===== src/rtl/external_memory_arbiter.sv =====
// Round-robin arbiter for external requesters onto the processor's memory control port.
// Holds a registered, settled pause around every access and chains back-to-back grants without releasing it.
module external_memory_arbiter #(
  parameter int NUM_REQ = 2,
  parameter int ADDR_WIDTH = 32,
  parameter int DATA_WIDTH = 32,
  parameter int MODE_WIDTH = 3,
  parameter logic [MODE_WIDTH-1:0] MODE_NONE = '0,
  parameter int PAUSE_SETTLE = 2,
  parameter int ACCESS_LATENCY = 1
) (
  input  logic                             clk,
  input  logic                             rst,
  input  logic                             force_pause,
  input  logic [NUM_REQ-1:0]               req_valid,
  input  logic [NUM_REQ-1:0]               req_write,
  input  logic [NUM_REQ*MODE_WIDTH-1:0]    req_mode,
  input  logic [NUM_REQ*ADDR_WIDTH-1:0]    req_addr,
  input  logic [NUM_REQ*DATA_WIDTH-1:0]    req_wdata,
  output logic [NUM_REQ-1:0]               req_ready,
  output logic [DATA_WIDTH-1:0]            rsp_rdata,
  output logic                             pause,
  output logic                             externalMemoryControl,
  output logic [ADDR_WIDTH-1:0]            externalAddress,
  output logic [DATA_WIDTH-1:0]            externalData,
  output logic [MODE_WIDTH-1:0]            externalReadMode,
  output logic [MODE_WIDTH-1:0]            externalWriteMode,
  input  logic [DATA_WIDTH-1:0]            externalDataOut
);
  localparam int IW = (NUM_REQ > 1) ? $clog2(NUM_REQ) : 1;

  typedef enum logic [1:0] {IDLE, SETTLE, ACCESS, RESPOND} state_t;

  state_t                 state_q, state_d;
  logic [7:0]             cnt_q, cnt_d;
  logic [IW-1:0]          gnt_q, gnt_d, ptr_q, ptr_d;
  logic                   write_q, write_d;
  logic [MODE_WIDTH-1:0]  mode_q, mode_d;
  logic [ADDR_WIDTH-1:0]  addr_d;
  logic [DATA_WIDTH-1:0]  wdata_d, rdata_d;
  logic                   pause_d, ctrl_d, grab, drive;
  logic [MODE_WIDTH-1:0]  rmode_d, wmode_d;
  logic [NUM_REQ-1:0]     ready_d;
  logic                   arb_hit;
  logic [IW-1:0]          arb_idx, cand;

  // The requester just being acknowledged is masked so a held req_valid is not served twice.
  always_comb begin
    arb_hit = 1'b0;
    arb_idx = '0;
    cand    = '0;
    for (int k = 0; k < NUM_REQ; k++) begin
      cand = IW'((int'(ptr_q) + k) % NUM_REQ);
      if (!arb_hit && req_valid[cand] && !(state_q == RESPOND && cand == gnt_q)) begin
        arb_hit = 1'b1;
        arb_idx = cand;
      end
    end
  end

  always_comb begin
    state_d = state_q;
    cnt_d   = cnt_q;
    gnt_d   = gnt_q;
    ptr_d   = ptr_q;
    write_d = write_q;
    mode_d  = mode_q;
    addr_d  = externalAddress;
    wdata_d = externalData;
    pause_d = pause;
    ctrl_d  = 1'b0;
    rmode_d = MODE_NONE;
    wmode_d = MODE_NONE;
    ready_d = '0;
    rdata_d = rsp_rdata;
    grab    = 1'b0;
    drive   = 1'b0;
    case (state_q)
      IDLE: begin
        pause_d = force_pause;
        if (arb_hit) begin
          grab = 1'b1;
          if (pause) begin
            state_d = ACCESS;
            drive   = 1'b1;
          end else begin
            pause_d = 1'b1;
            state_d = SETTLE;
          end
        end
      end
      SETTLE: begin
        if (cnt_q == 8'(PAUSE_SETTLE - 1)) begin
          state_d = ACCESS;
          drive   = 1'b1;
        end else begin
          cnt_d = cnt_q + 8'd1;
        end
      end
      ACCESS: begin
        if (cnt_q == 8'(ACCESS_LATENCY - 1)) begin
          state_d        = RESPOND;
          ready_d[gnt_q] = 1'b1;
          if (!write_q && mode_q != MODE_NONE) rdata_d = externalDataOut;
        end else begin
          cnt_d = cnt_q + 8'd1;
          drive = 1'b1;
        end
      end
      RESPOND: begin
        if (arb_hit) begin
          grab    = 1'b1;
          state_d = ACCESS;
          drive   = 1'b1;
        end else begin
          state_d = IDLE;
          pause_d = force_pause;
        end
      end
      default: state_d = IDLE;
    endcase
    if (state_d != state_q) cnt_d = '0;
    if (grab) begin
      gnt_d   = arb_idx;
      ptr_d   = IW'((int'(arb_idx) + 1) % NUM_REQ);
      write_d = req_write[arb_idx];
      mode_d  = req_mode[arb_idx*MODE_WIDTH +: MODE_WIDTH];
      addr_d  = req_addr[arb_idx*ADDR_WIDTH +: ADDR_WIDTH];
      wdata_d = req_wdata[arb_idx*DATA_WIDTH +: DATA_WIDTH];
    end
    if (drive) begin
      ctrl_d = 1'b1;
      if (write_d) wmode_d = mode_d;
      else         rmode_d = mode_d;
    end
  end

  always_ff @(posedge clk) begin
    if (!rst) begin
      state_q               <= IDLE;
      cnt_q                 <= '0;
      gnt_q                 <= '0;
      ptr_q                 <= '0;
      write_q               <= 1'b0;
      mode_q                <= MODE_NONE;
      pause                 <= 1'b0;
      externalMemoryControl <= 1'b0;
      externalAddress       <= '0;
      externalData          <= '0;
      externalReadMode      <= MODE_NONE;
      externalWriteMode     <= MODE_NONE;
      req_ready             <= '0;
      rsp_rdata             <= '0;
    end else begin
      state_q               <= state_d;
      cnt_q                 <= cnt_d;
      gnt_q                 <= gnt_d;
      ptr_q                 <= ptr_d;
      write_q               <= write_d;
      mode_q                <= mode_d;
      pause                 <= pause_d;
      externalMemoryControl <= ctrl_d;
      externalAddress       <= addr_d;
      externalData          <= wdata_d;
      externalReadMode      <= rmode_d;
      externalWriteMode     <= wmode_d;
      req_ready             <= ready_d;
      rsp_rdata             <= rdata_d;
    end
  end
endmodule

===== config.mk =====
export PLATFORM = sky130hd
export DESIGN_NAME = external_memory_arbiter
export DESIGN_NICKNAME = d
export VERILOG_FILES = /design/src/rtl/external_memory_arbiter.sv
export SDC_FILE = /design/constraint.sdc
export NUM_CORES = 1
export LEC_CHECK = 0
export ABC_AREA = 1
export CORE_ASPECT_RATIO = 0.9
export CORE_MARGIN = 2
export CORE_UTILIZATION = 45
export CTS_CLUSTER_DIAMETER = 50
export CTS_CLUSTER_SIZE = 20
export DETAILED_ROUTE_END_ITERATION = 8
export DONT_BUFFER_PORTS = 1
export PLACE_DENSITY_LB_ADDON = 0.08
export SLEW_MARGIN = 10
export SYNTH_ARGS = -nofsm -noshare
export SYNTH_HDL_FRONTEND = slang
export SYNTH_SLANG_ARGS = --single-unit

===== constraint.sdc =====
create_clock -name clk -period 1.79 [get_ports clk]
set_input_delay 0.179 -clock clk [delete_from_list [all_inputs] [get_ports clk]]
set_output_delay 0.179 -clock clk [all_outputs]
set_load 0.05 [all_outputs]

[Yosys cells after proc, flatten, opt, wreduce, memory -nomap -nowiden]
Index checks and enable logic that the tools add are counted.
Widths: inputs -> output; s select.
Storage, ports and cells
  bits in latches: 0
  bits in registers: 122
  memories kept: 0
  logic and storage cells: 97
  memory bits (read-only): 0
  input port bits: 173
  memory bits (writable): 0
Cells by class
  multiply operators: 1
  mux-type cells: 35
  equality and inequality tests: 10
  bitwise logic cells: 2
  add/sub/neg operators: 3
  $lt $le $gt $ge: 5
  reductions and logical operators: 24
  divide/modulo/power cells: 0
  shifts and indexed selects: 3
Operator list (number)
  $shiftx 64x7->32: 2
  $mux 1: 22
  $mux 8: 2
  $pmux 8 s2: 1
  $reduce_and 3->1: 4
  $mux 2: 5
  $add 8x1->8 const B: 1
  $eq 8x1->1 const B: 1
  $logic_not 8->1: 1
  $lt 1x2->1 const B: 4
  $pmux 2 s4: 1
  $logic_and 1x1->1: 7
  $ne 2x2->1 const B: 3
  $shiftx 6x4->3: 1
  $eq 2x2->1 const B: 2
  $logic_not 1->1: 4
  $pmux 1 s4: 1
  $reduce_bool 2->1: 2
  $reduce_or 2->1: 2
  $mul 1x2->3 const B: 1
  $mux 3: 1
  $reduce_bool 3->1: 1
  $reduce_or 3->1: 1
  $add 1x1->1 const B: 2
  9 further kinds: 11

[Longest topological paths before layout]
  depth after elaboration: 13
  mapped depth: 13
  depth with buffers taken out: 13

[Least setup slack after synthesis]
No wires, ideal clock.
  path type: reg2reg
  start point: register state_q[0]
  end point: register cnt_q[7]
  path slack: 0.120 ns
  arrival time: 1.591 ns
  buffers on the path: 1
  clock period less this slack: 1.670 ns
  stages on the path, launching flop included: 10
  setup time: 0.080 ns
  path through: dfxtp_1 -> inv_1 -> ha_1 -> or2_2 -> nand2_1 -> nor2_1 -> buf_2 -> o21ai_0 -> inv_1 -> nor3_1
Between the ends
  longest elaborated chain between the ends: 13
  elaborated cells between the ends (all ways): 26
  those cells by class: 6 x eq/ne; 8 x mux; 12 x reduce/logical
Ends and longest elaborated chain
  start, declared: line 34  | state_t state_q, state_d;
  start signal, assigned: line 155  | state_q <= state_d;
  $eq 2x2->1: line 54, 78
  $logic_and 1x1->1: line 54  | if (!arb_hit && req_valid[cand] && !(state_q == RESPOND && cand == gnt_q)) begin
  $logic_not 1->1: line 54
  $logic_and 1x1->1: line 54
  $mux 1: line 54
  $logic_not 1->1: line 54
  $logic_and 1x1->1 (2 in a row): line 54
  $mux 1: line 54
  $mux 2, on equally long branches: line 81, 111
  $pmux 2 s4: line 78  | case (state_q)
  $ne 2x2->1: line 122  | if (state_d != state_q) cnt_d = '0;
  $reduce_or 2->1 (no source line)
  end signal, assigned: line 156  | cnt_q <= cnt_d;
  end, declared: line 35  | logic [7:0] cnt_q, cnt_d;
Several ways; a longest one is shown, not always the timed one.
A chain may end at the register's enable or synchronous reset.

[Final worst setup path]
  start point: register ptr_q
  end point: register externalAddress[19]
Between the ends
  longest elaborated chain between the ends: 11
  elaborated cells between the ends (all ways): 22
  those cells by class: 1 x add/sub; 2 x eq/ne; 1 x shift; 10 x mux; 8 x reduce/logical
Ends and longest elaborated chain
  start, declared: line 36  | logic [IW-1:0] gnt_q, gnt_d, ptr_q, ptr_d;
  start signal, assigned: line 158  | ptr_q <= ptr_d;
  branches (longest 11 deep; another with $shiftx 64x7->32)
  end signal, assigned: line 163  | externalAddress <= addr_d;
  end, declared: line 24  | output logic [ADDR_WIDTH-1:0] externalAddress,
Parallel ways; which one is timed is not known. The select of a mux whose other input is x is not followed.

==> impl_metrics.json <==
{
  "outcome": "finished with violations",
  "violations": "setup timing",
  "place_area_um2": 5713,
  "dr.pass1.iters": 6,
  "drc": 0,
  "rows": 37,
  "rsz0062_at_grt": "yes",
  "synth.area.top_cells": "dfxtp_1 (47%), nand2_1 (18%), a31oi_1 (7.9%), a211oi_1 (4.6%), nor2_1 (4.2%)",
  "die_area_um2": 12370,
  "vias": 5908,
  "power.density_nw_per_um2": 2204,
  "diodes": 0,
  "finalHoldViolCount": 0,
  "path_clk_slew_ns": 0.06,
  "dr.first_iter.drc_count": 627,
  "cts_root_buf": "clkbuf_16",
  "core_area_um2": 11340,
  "yosysTopAreaCell": "dfxtp_1",
  "vias_per_cell": 5.420,
  "final_core_util_pct": 73.91,
  "ff2ff_setup_slack_ns": -0.22,
  "rr_worst_depth": 11,
  "timing.final.ws_setup_ns": -0.2206,
  "drive_above_1_share_pct": 16.06,
  "crit_chain": "inv_2 -> nand2_1 -> nand3_2 -> nand3_1 -> nand2_1 -> nand2_2 -> nor2_4 -> buf_12 -> buf_6 -> nand2_1 -> a31oi_1",
  "stdcell_area_um2": 8383,
  "cpMaxStageDelayCell": "a31oi_1",
  "netlist_instances": 700,
  "clk_latency_ns": 0.42,
  "synth_warnings": 0,
  "synth_area_per_cell_um2": 7.389,
  "endpoint_kind": "register",
  "grt_pass1_wl_mm": 28.17,
  "critPathMaxFanout": 13,
  "power.leakage_uw": 0.003377,
  "drt_wl_total_mm": 20.24,
  "grt_usage_pct": 29.41,
  "dieHeight_um": 105.7,
  "worst_r2r_endpoint": "externalAddress[19]",
  "grt_max_degree": 43,
  "die-width_um": 117.0,
  "post-dp-hpwl_mm": 10.60,
  "nets": 1101,
  "drv_cap": 0,
  "fin_worst_skew_ns": 0.007307,
  "fin_crit_ns": 2.011,
  "antenna_found_initial": 0,
  "clkSinkCount": 122,
  "critPathMostFrequentCell": "nand2_1",
  "worst_pin_slew_ns": 0.6579,
  "synth_cell_type_count": 27,
  "synth_area_um2": 5172,
  "synth-seq-cells": 122,
  "ir_drop_uv": 1201,
  "whs_path_depth": 4,
  "htree_num_levels": 4,
  "dp.cells": 880,
  "maxSlewHeadroom_pct": 56.08,
  "syn_to_final_growth_pct": 62.07,
  "hp-start": "req_mode[3]",
  "fmax_mhz": 497.4,
  "holdWs_ns": 0.02005,
  "instances_no_fill": 1090,
  "cts_tree": "built",
  "required_ns": 2.05,
  "initial_utilization_pct": 45.60,
  "critPathLaunchType": "register",
  "hp-class": "in -> reg",
  "ant_nets": 0,
  "io_pins": 279,
  "synth_top_area_share_pct": 47.22,
  "wl_per_cell_um": 18.57,
  "setup_viol": 1,
  "portBuffers": 0,
  "timing.final.crit_share_pct": 112.3,
  "syn-num-nets": 880,
  "synth-seq-area-share_pct": 47.22,
  "worst-setup-path-type": "reg -> reg",
  "max_stage_delay_ns": 0.44,
  "holdPathEnd": "mode_q[0]",
  "r2r-start": "ptr_q",
  "cp.arrival_ns": 2.27,
  "cts_buffers": 17,
  "grt-ovfl-total": 0,
  "preCtsSetupSlack_ns": -0.04598,
  "clockBufferDepth": 2,
  "grt_pass1_vias": 5695,
  "gp_congestion": 0.8476,
  "final_max_slew_viol_count": 0
}
[layout make-up]
| class | count | area [µm²] |
|---|---|---|
| inverter | 61 | 242.7 |
| fill | 778 | 2959 |
| multi-input combinational | 478 | 2406 |
| timing repair buffer | 240 | 2449 |
| sequential | 122 | 2456 |
| clock inverter | 12 | 171.4 |
| tap | 156 | 195.2 |
| clock buffer | 20 | 456.7 |
| timing repair inverter | 1 | 6.256 |
[per-layer routing]
| metal | GRT usage [%] | part of all wire [%] | up-vias |
|---|---|---|---|
| met4 | 17.56 | 4.9 | 0 |
| met3 | 10.29 | 11 | 86 |
| met1 | 31.82 | 37 | 2658 |
| li1 | - | - | 2734 |
| met5 | 0 | 0 | - |
| met2 | 48.93 | 47 | 430 |
[cells in the final DEF, fill, tap and decap left out, types with 3 or more instances in the layout]
cell	Yosys	final
xor2_1	6	6
dfxtp_4	0	3
buf_6	7	3
inv_1	57	54
dfxtp_1	122	117
nor2_2	1	4
a21oi_1	8	6
ha_1	7	3
clkbuf_16	0	22
nor2_1	58	54
nand2_2	3	7
clkinvlp_4	0	3
dlygate4sd3_1	0	165
buf_4	1	57
inv_2	4	5
nand2_1	251	245
a211oi_1	32	31
nand3_1	17	15
buf_12	0	7
nand2_4	2	4
nor3_1	13	11
clkinv_2	0	5
a31oi_1	65	64
o21ai_0	8	7
bufinv_16	0	4
[cells in the mapped netlist]
cell type,n
a21oi_1,8
nand4_1,1
nand2_1,251
inv_1,57
nand2_4,2
buf_2,13
xnor2_1,1
nor3_1,13
inv_2,4
ha_1,7
nor2_4,1
buf_4,1
o21ai_0,8
nand3_1,17
nor2_1,58
a31oi_1,65
nand2_2,3
clkbuf_1,18
xor2_1,6
a211oi_1,32
buf_6,7
or2_2,1
nor2_2,1
a311oi_1,1
o21a_1,1
o21ai_2,1
dfxtp_1,122
[cells by family after synthesis]
| kind of cell | share of synthesized area (%) |
|---|---|
| xor gates and xnor gates | 1.185 |
| adders and majority gates | 1.693 |
| DFF | 47.22 |
| buffers and inverters | 8.660 |
| and+or+nand+nor | 26.71 |
| AOI/OAI and AO/OA | 14.54 |
[state kept, by name, summed over array words and instances (netlist names)]
name	flops
gnt_q	1
pause	1
externalData	32
externalReadMode	3
write_q	1
externalWriteMode	3
mode_q	3
rsp_rdata	32
cnt_q	8
externalAddress	32
state_q	2
ptr_q	1
req_ready	2
externalMemoryControl	1
[critical path: cells and delay by family, from the launching register on]
kind | cells | cell delay, ns
AOI/OAI and AO/OA | 1 | 0.44
buffers and inverters | 3 | 0.42
and+or+nand+nor | 7 | 0.62
DFF | 1 | 0.36
[worst max path at each step]
stage | from | endpoint | slack [ns]
CTS | state_q[0] | externalAddress[21] | 0.0004
floorplan | state_q[0] | cnt_q[7] | 0.12
global route | ptr_q | externalAddress[19] | -0.32
global placement | state_q[0] | cnt_q[1] | -0.002
detailed placement | state_q[0] | externalData[11] | -0.05
finish | ptr_q | externalAddress[19] | -0.22
[what timing repair did]
action | 4_1_cts | 5_1_grt
hold endpoints to repair | 110 | 0
pin swaps | 2 | 7
buffers inserted | 2 | 4
hold buffers | 165 | 0
gates cloned | 1 | 6
gates resized for setup | 10 | 41
endpoints found under the setup margin | 78 | 83
[power by group]
| group | internal (µW) | total (µW) | leakage, µW | switching, µW |
|---|---|---|---|---|
| Sequential | 3730 | 6280 | 0.00100 | 2550 |
| Clock | 2390 | 3620 | 0.000302 | 1230 |
| Combinational | 3200 | 8570 | 0.00207 | 5370 |
| Total | 9330 | 18500 | 0.00338 | 9150 |
[per-stage QoR]
stage,power (µW),setup TNS (ns)
after global placement,12680,-0.001525
after detailed placement,12810,-0.6606
after floorplan,10980,0
after global routing,19330,-0.6527
after CTS,17020,0
final,18470,-0.2206
Power figures use the tool's default switching activity.
